--- src/rtl/instr_fetch_pkg.sv ---
// Shared types and constants for the instruction fetch unit:
// FSM state encoding, datapath widths and the default memory timeout.
package instr_fetch_pkg;

    localparam int XLEN             = 32;
    localparam int ILEN             = 32;
    localparam int IMEM_TIMEOUT_DEF = 16;

    typedef enum logic [2:0] {
        IDLE,
        WAIT,
        FULL,
        DRAIN,
        ERR
    } fetch_state_t;

endpackage

--- src/rtl/instr_fetch_if.sv ---
// Instruction-memory read bus between fetch (master) and memory (slave).
// Signals: imem_req/imem_addr from fetch; imem_ack/imem_rdata from memory.
interface instr_fetch_if;
    import instr_fetch_pkg::*;

    logic            imem_req;
    logic [XLEN-1:0] imem_addr;
    logic            imem_ack;
    logic [ILEN-1:0] imem_rdata;

    modport master (
        output imem_req,
        output imem_addr,
        input  imem_ack,
        input  imem_rdata
    );

    modport slave (
        input  imem_req,
        input  imem_addr,
        output imem_ack,
        output imem_rdata
    );

endinterface

--- src/rtl/fetch_timer.sv ---
// Cycle counter for an outstanding memory read.
// Ports: clk, rst, clear, enable, limit -> expired (this is the limit-th cycle).
module fetch_timer #(
    parameter int W = 5
) (
    input  logic         clk,
    input  logic         rst,
    input  logic         clear,
    input  logic         enable,
    input  logic [W-1:0] limit,
    output logic         expired
);

    logic [W-1:0] count;

    always_ff @(posedge clk) begin
        if (rst) begin
            count <= '0;
        end else if (clear) begin
            count <= '0;
        end else if (enable) begin
            count <= count + 1'b1;
        end
    end

    // High during the cycle that would be the limit-th cycle without ack.
    assign expired = enable && (count == limit - 1'b1);

endmodule

--- src/rtl/instr_fetch.sv ---
// Instruction fetch stage: one outstanding read, single-entry output buffer.
// Ports: clk, rst, pc_in/pc_take, imem (bus master), instr/instr_pc/
// instr_valid/instr_ready to decode, flush, sticky fetch_err.
module instr_fetch
    import instr_fetch_pkg::*;
#(
    parameter int IMEM_TIMEOUT = IMEM_TIMEOUT_DEF
) (
    input  logic               clk,
    input  logic               rst,
    input  logic [XLEN-1:0]    pc_in,
    output logic               pc_take,
    instr_fetch_if.master      imem,
    output logic [ILEN-1:0]    instr,
    output logic [XLEN-1:0]    instr_pc,
    output logic               instr_valid,
    input  logic               instr_ready,
    input  logic               flush,
    output logic               fetch_err
);

    localparam int CW = $clog2(IMEM_TIMEOUT + 1);

    fetch_state_t    state;
    fetch_state_t    state_next;
    logic [XLEN-1:0] addr_reg;
    logic [ILEN-1:0] instr_q;
    logic [XLEN-1:0] pc_q;
    logic            err_q;

    logic            take;
    logic            load_instr;
    logic            tmr_clr;
    logic            tmr_en;
    logic            tmr_exp;
    logic            busy;

    fetch_timer #(
        .W (CW)
    ) u_timer (
        .clk     (clk),
        .rst     (rst),
        .clear   (tmr_clr),
        .enable  (tmr_en),
        .limit   (CW'(IMEM_TIMEOUT)),
        .expired (tmr_exp)
    );

    always_comb begin
        state_next = state;
        take       = 1'b0;
        load_instr = 1'b0;
        tmr_clr    = 1'b0;
        tmr_en     = 1'b0;
        case (state)
            IDLE: begin
                if (!flush) begin
                    take       = 1'b1;
                    tmr_clr    = 1'b1;
                    state_next = WAIT;
                end
            end
            WAIT: begin
                if (flush) begin
                    // Flushed request still owns the bus until its ack.
                    if (imem.imem_ack) begin
                        state_next = IDLE;
                    end else begin
                        tmr_clr    = 1'b1;
                        state_next = DRAIN;
                    end
                end else if (imem.imem_ack) begin
                    load_instr = 1'b1;
                    state_next = FULL;
                end else begin
                    tmr_en = 1'b1;
                    if (tmr_exp) begin
                        state_next = ERR;
                    end
                end
            end
            DRAIN: begin
                if (imem.imem_ack) begin
                    state_next = IDLE;
                end else begin
                    tmr_en = 1'b1;
                    if (tmr_exp) begin
                        state_next = ERR;
                    end
                end
            end
            FULL: begin
                if (instr_ready || flush) begin
                    state_next = IDLE;
                end
            end
            ERR: begin
                state_next = ERR;
            end
            default: begin
                state_next = IDLE;
            end
        endcase
    end

    always_ff @(posedge clk) begin
        if (rst) begin
            state    <= IDLE;
            addr_reg <= '0;
            instr_q  <= '0;
            pc_q     <= '0;
            err_q    <= 1'b0;
        end else begin
            state <= state_next;
            if (take) begin
                addr_reg <= pc_in;
            end
            if (load_instr) begin
                instr_q <= imem.imem_rdata;
                pc_q    <= addr_reg;
            end
            if (state_next == ERR) begin
                err_q <= 1'b1;
            end
        end
    end

    assign busy           = (state == WAIT) || (state == DRAIN);
    assign imem.imem_req  = busy;
    assign imem.imem_addr = busy ? addr_reg : '0;

    // IDLE would otherwise pulse pc_take while reset is held.
    assign pc_take     = take && !rst;
    assign instr_valid = (state == FULL) && !flush;
    assign instr       = (state == ERR) ? '0 : instr_q;
    assign instr_pc    = (state == ERR) ? '0 : pc_q;
    assign fetch_err   = err_q;

endmodule
--- src/flat_wrapper.sv ---
// flat-port wrapper written by rule: the top's interface ports become plain ports
module instr_fetch_flat import instr_fetch_pkg::*;
#(
    parameter int IMEM_TIMEOUT = IMEM_TIMEOUT_DEF
)
  (clk, rst, pc_in, pc_take, instr, instr_pc, instr_valid, instr_ready, flush, fetch_err, imem_imem_req, imem_imem_addr, imem_imem_ack, imem_imem_rdata);
  instr_fetch_if imem_i ();
  input  logic clk;
  input  logic rst;
  input  logic [XLEN-1:0] pc_in;
  output logic pc_take;
  output logic [ILEN-1:0] instr;
  output logic [XLEN-1:0] instr_pc;
  output logic instr_valid;
  input  logic instr_ready;
  input  logic flush;
  output logic fetch_err;
  output wire logic [$bits(imem_i.imem_req)-1:0] imem_imem_req;
  output wire logic [$bits(imem_i.imem_addr)-1:0] imem_imem_addr;
  input wire logic [$bits(imem_i.imem_ack)-1:0] imem_imem_ack;
  input wire logic [$bits(imem_i.imem_rdata)-1:0] imem_imem_rdata;
  assign imem_imem_req = imem_i.imem_req;
  assign imem_imem_addr = imem_i.imem_addr;
  assign imem_i.imem_ack = imem_imem_ack;
  assign imem_i.imem_rdata = imem_imem_rdata;
  instr_fetch #(.IMEM_TIMEOUT(IMEM_TIMEOUT)) u_core (.clk(clk), .rst(rst), .pc_in(pc_in), .pc_take(pc_take), .imem(imem_i), .instr(instr), .instr_pc(instr_pc), .instr_valid(instr_valid), .instr_ready(instr_ready), .flush(flush), .fetch_err(fetch_err));
endmodule
--- config.mk ---
export PLATFORM = sky130hd
export DESIGN_NAME = instr_fetch_flat
export DESIGN_NICKNAME = d
export VERILOG_FILES = /design/src/rtl/instr_fetch_pkg.sv /design/src/rtl/instr_fetch_if.sv /design/src/rtl/fetch_timer.sv /design/src/rtl/instr_fetch.sv /design/src/flat_wrapper.sv
export SDC_FILE = /design/constraint.sdc
export NUM_CORES = 1
export LEC_CHECK = 0
export CAP_MARGIN = 20
export CORE_MARGIN = 3
export CORE_UTILIZATION = 49
export CTS_CLUSTER_SIZE = 8
export DETAILED_ROUTE_END_ITERATION = 10
export PLACE_DENSITY_LB_ADDON = 0.12
export SLEW_MARGIN = 10
export SYNTH_ARGS = -nofsm -noshare
export SYNTH_HDL_FRONTEND = slang
export SYNTH_HIERARCHICAL = 1
export SYNTH_SLANG_ARGS = --single-unit
export TNS_END_PERCENT = 50
--- constraint.sdc ---
create_clock -name clk -period 7.45 [get_ports clk]
set_input_delay 1.1175 -clock clk [delete_from_list [all_inputs] [get_ports clk]]
set_output_delay 1.1175 -clock clk [all_outputs]
set_load 0.1 [all_outputs]
==> flow_metrics.tcl <==
set metrics [dict create \
    yosysTopAreaCell "dfxtp_1" \
    core_area_um2 9503 \
    finalMaxSlewViolations 0 \
    synth.ff_latch_count 105 \
    synth_top_family_by_area "simple AND/OR/NAND/NOR gates" \
    drtAntennaViolNets 0 \
    multiInputGateArea_um2 2589 \
    met1_usage 0.2564 \
    cts_root_buf "clkbuf_8" \
    hpwlAfterDp_um 7962 \
    utilization 0.7218 \
    p_comb_frac 0.186 \
    synth_cell_types 35 \
    io_buffers 168 \
    status "complete, no violations" \
    syn_to_final_growth_pct 39.28 \
    route.detailed.drc 0 \
    synth_xor_area_frac 0.01601 \
    max_slew_margin 0.3142 \
    grt_first_pass_wirelength_um 19710 \
    ys_seq_area_frac 0.4268 \
    grt_use_met2 0.3674 \
    path_cells "clkdlybuf4s50_1 > or4_1 > buf_4 > nor2_1 > clkdlybuf4s50_1" \
    die-area_um2 11290 \
    crit_required_ps 6330 \
    clk_pin_slew_ps 90 \
    rsz0062_at_grt "no" \
    clk_latency_ps 360 \
    swShare 0.2905 \
    grt_pass1_vias 4263 \
    synthAdderAreaFrac 0.005081 \
    synth_mux_area_frac 0.1321 \
    fillers 774 \
    firstDrtPassIters 4 \
    crit_family "buffers and inverters" \
    placed_cells 865 \
    cts_buffers 9 \
    clockBufferDepth 2 \
    p_switching_uw 348.3 \
    slowest_delay_ps 1140 \
    wl_per_cell_um 13.26 \
    p_clk_frac 0.321 \
    grt_max_degree 130 \
    yosys_warnings 6 \
    cp_common_cell "clkdlybuf4s50_1" \
    endpoint_kind "output port" \
    cts-hold-fix-buffers 0 \
    synthTopCellsByArea "dfxtp_1, nand2_1, mux2i_1" \
    crit_type "primary input to output port" \
    cts_tree "built" \
    crit_fanout 33 \
    htreeDepth 3 \
    max_cap_viol_count 0 \
    hold_viol_final 0 \
    gp_congestion 0.8430 \
    arrival_ps 3680 \
    clock.fmax_mhz 208.4 \
    leakage_uw 0.002560 \
    period_minus_slack_ps 4798 \
    grt_util_met3 0.04736 \
    vias 4310 \
    p_per_area_nw_per_um2 174.8 \
    power.internal_uw 850.7 \
    ctsResizeCount 0 \
    layout-drive-gt1-share 0.04244 \
    crit_slowest_cell "clkdlybuf4s50_1" \
    drt_iter0_markers 177 \
    tightest_slew_ps 1025 \
    cp.buffers_inverters 3 \
    finalCritPeriodShare 0.6441 \
    track_usage 0.2095 \
    synth-simple-area-share 0.3044 \
    cts_setup_buffers 0 \
    dp_worst_setup_slack_ps 2669 \
    timing.final.ws_setup_ps 2652 \
    yosysTopAreaCellShare 0.4268 \
    syn_avg_cell_area_um2 8.235 \
    start_util 0.5182 \
    peakVddDrop_mv 0.08463 \
    layout.cells.non_filler 883 \
    p_total_uw 1199 \
    syn_inst 598 \
    setup_violations 0 \
    io_pins 169 \
    die_x_um 106.3 \
    synth-compound-area-share 0.05208 \
    regArea_um2 2102 \
    final.setup_skew_ps 14.83 \
    clock-sinks 105 \
    antenna_found_initial 0 \
    min_path_type "register to register" \
    die_height_um 106.3 \
    vias_per_cell 4.881 \
    num-nets-final 820 \
    rows 35 \
    seqPwrFrac 0.493 \
    setup_tns_ps 0 \
    grt-ovfl-total 0 \
    top_usage_layer "met2" \
    diodes 0 \
    start_kind "primary input" \
    wl_um 11710 \
    syn-cell-area_um2 4925 \
]
==> worst register-to-register path, cell delays in order (launching register included) <==
cell	delay, ps
dfxtp_1	490
nor2b_4	660
nand2_1	100
nor2_1	400
o211ai_1	180
a2111oi_2	530
or3b_2	200
o21ai_0	70
a32o_1	270
==> metrics by stage <==
step / cell area, µm² / hold WS, ps
CTS: 6799 / 457.2
global placement: 6575 / 437.7
finish: 6859 / 456.3
floorplan: 4970 / 430.2
global route: 6859 / 471.7
detailed placement: 6575 / 442.6
==> path summary, 6_finish.rpt <==
kind                                       start                        endpoint  slack (ps)  cells past startpoint
setup / recovery                           flush                         pc_take        2650                      5
hold / removal    u_core/instr_q[6]$_SDFFE_PP0P_  u_core/instr_q[6]$_SDFFE_PP0P_         460                      2
setup reg to reg      u_core/state[0]$_SDFF_PP0_      u_core/state[1]$_SDFF_PP0_        4450                      8
hold reg to reg   u_core/instr_q[6]$_SDFFE_PP0P_  u_core/instr_q[6]$_SDFFE_PP0P_         460                      2
==> layout make-up <==
class,instances,share of cell area
tap,129,0.02353
clock inverter,7,0.01459
timing repair buffer,174,0.2568
clock buffer,9,0.01806
multi-input combinational,454,0.3774
sequential,105,0.3065
inverter,5,0.003101
==> routing by layer <==
metal,wire [µm],up-vias,part of all wire
met5,0,-,0
met4,76,0,0.0065
met3,788,8,0.067
met2,5597,128,0.48
met1,5244,1980,0.45
li1,-,2194,-
==> power by group through the flow <==
| stage | sequential [µW] | clock [µW] | combinational (µW) |
|---|---|---|---|
| after floorplan | 600 | 0 | 155 |
| after detailed placement | 604 | 0 | 220 |
| final | 591 | 385 | 223 |
| after global placement | 604 | 0 | 217 |
| after CTS | 591 | 398 | 221 |
| after global routing | 594 | 419 | 238 |
==> cells in the mapped netlist <==
| master | number |
|---|---|
| buf_6 | 1 |
| or3b_2 | 1 |
| and2_1 | 32 |
| or4_1 | 1 |
| o211ai_1 | 2 |
| conb_1 | 2 |
| xnor2_1 | 5 |
| nor3b_1 | 1 |
| nand2_1 | 196 |
| a21oi_1 | 34 |
| buf_12 | 6 |
| a41oi_1 | 1 |
| dfxtp_1 | 105 |
| a21o_2 | 1 |
| inv_1 | 5 |
| xor2_1 | 4 |
| mux2i_1 | 65 |
| nor4_1 | 1 |
| nand2b_1 | 3 |
| ha_1 | 2 |
| a2111oi_2 | 1 |
| clkbuf_1 | 32 |
| a32o_1 | 1 |
| and3_1 | 2 |
| nor2_1 | 6 |
| nand4_1 | 2 |
| a211oi_1 | 1 |
| buf_2 | 7 |
| nor2b_1 | 66 |
| nor4_2 | 1 |
| nor3_1 | 7 |
| a21bo_2 | 1 |
| o21ai_0 | 1 |
| or3_1 | 1 |
| a31oi_1 | 1 |
==> cells in the final DEF, fill, tap and decap left out, drive strengths merged, types with 2 or more instances in the layout <==
master | synthesis | layout
ha | 2 | 2
clkinv | 0 | 3
clkdlybuf4s50 | 0 | 167
nor3 | 7 | 7
nand4 | 2 | 2
a21oi | 34 | 34
nor2b | 66 | 66
nor4 | 2 | 2
inv | 5 | 7
o211ai | 2 | 2
xnor2 | 5 | 5
and3 | 2 | 2
and2 | 32 | 32
clkbuf | 32 | 9
buf | 14 | 7
bufinv | 0 | 2
dfxtp | 105 | 105
conb | 2 | 14
nand2 | 196 | 196
xor2 | 4 | 4
mux2i | 65 | 65
nor2 | 6 | 6
nand2b | 3 | 3
==> cell families (layout without fill, tap and decap cells) <==
group	Yosys count	after routing
simple gates	320	320
flops	105	105
mux	65	65
buf+inv	51	195
compound gates	44	44
xor+xnor	9	9
fa+ha+maj	2	2
other cells	2	14
Power figures use the tool's default switching activity.
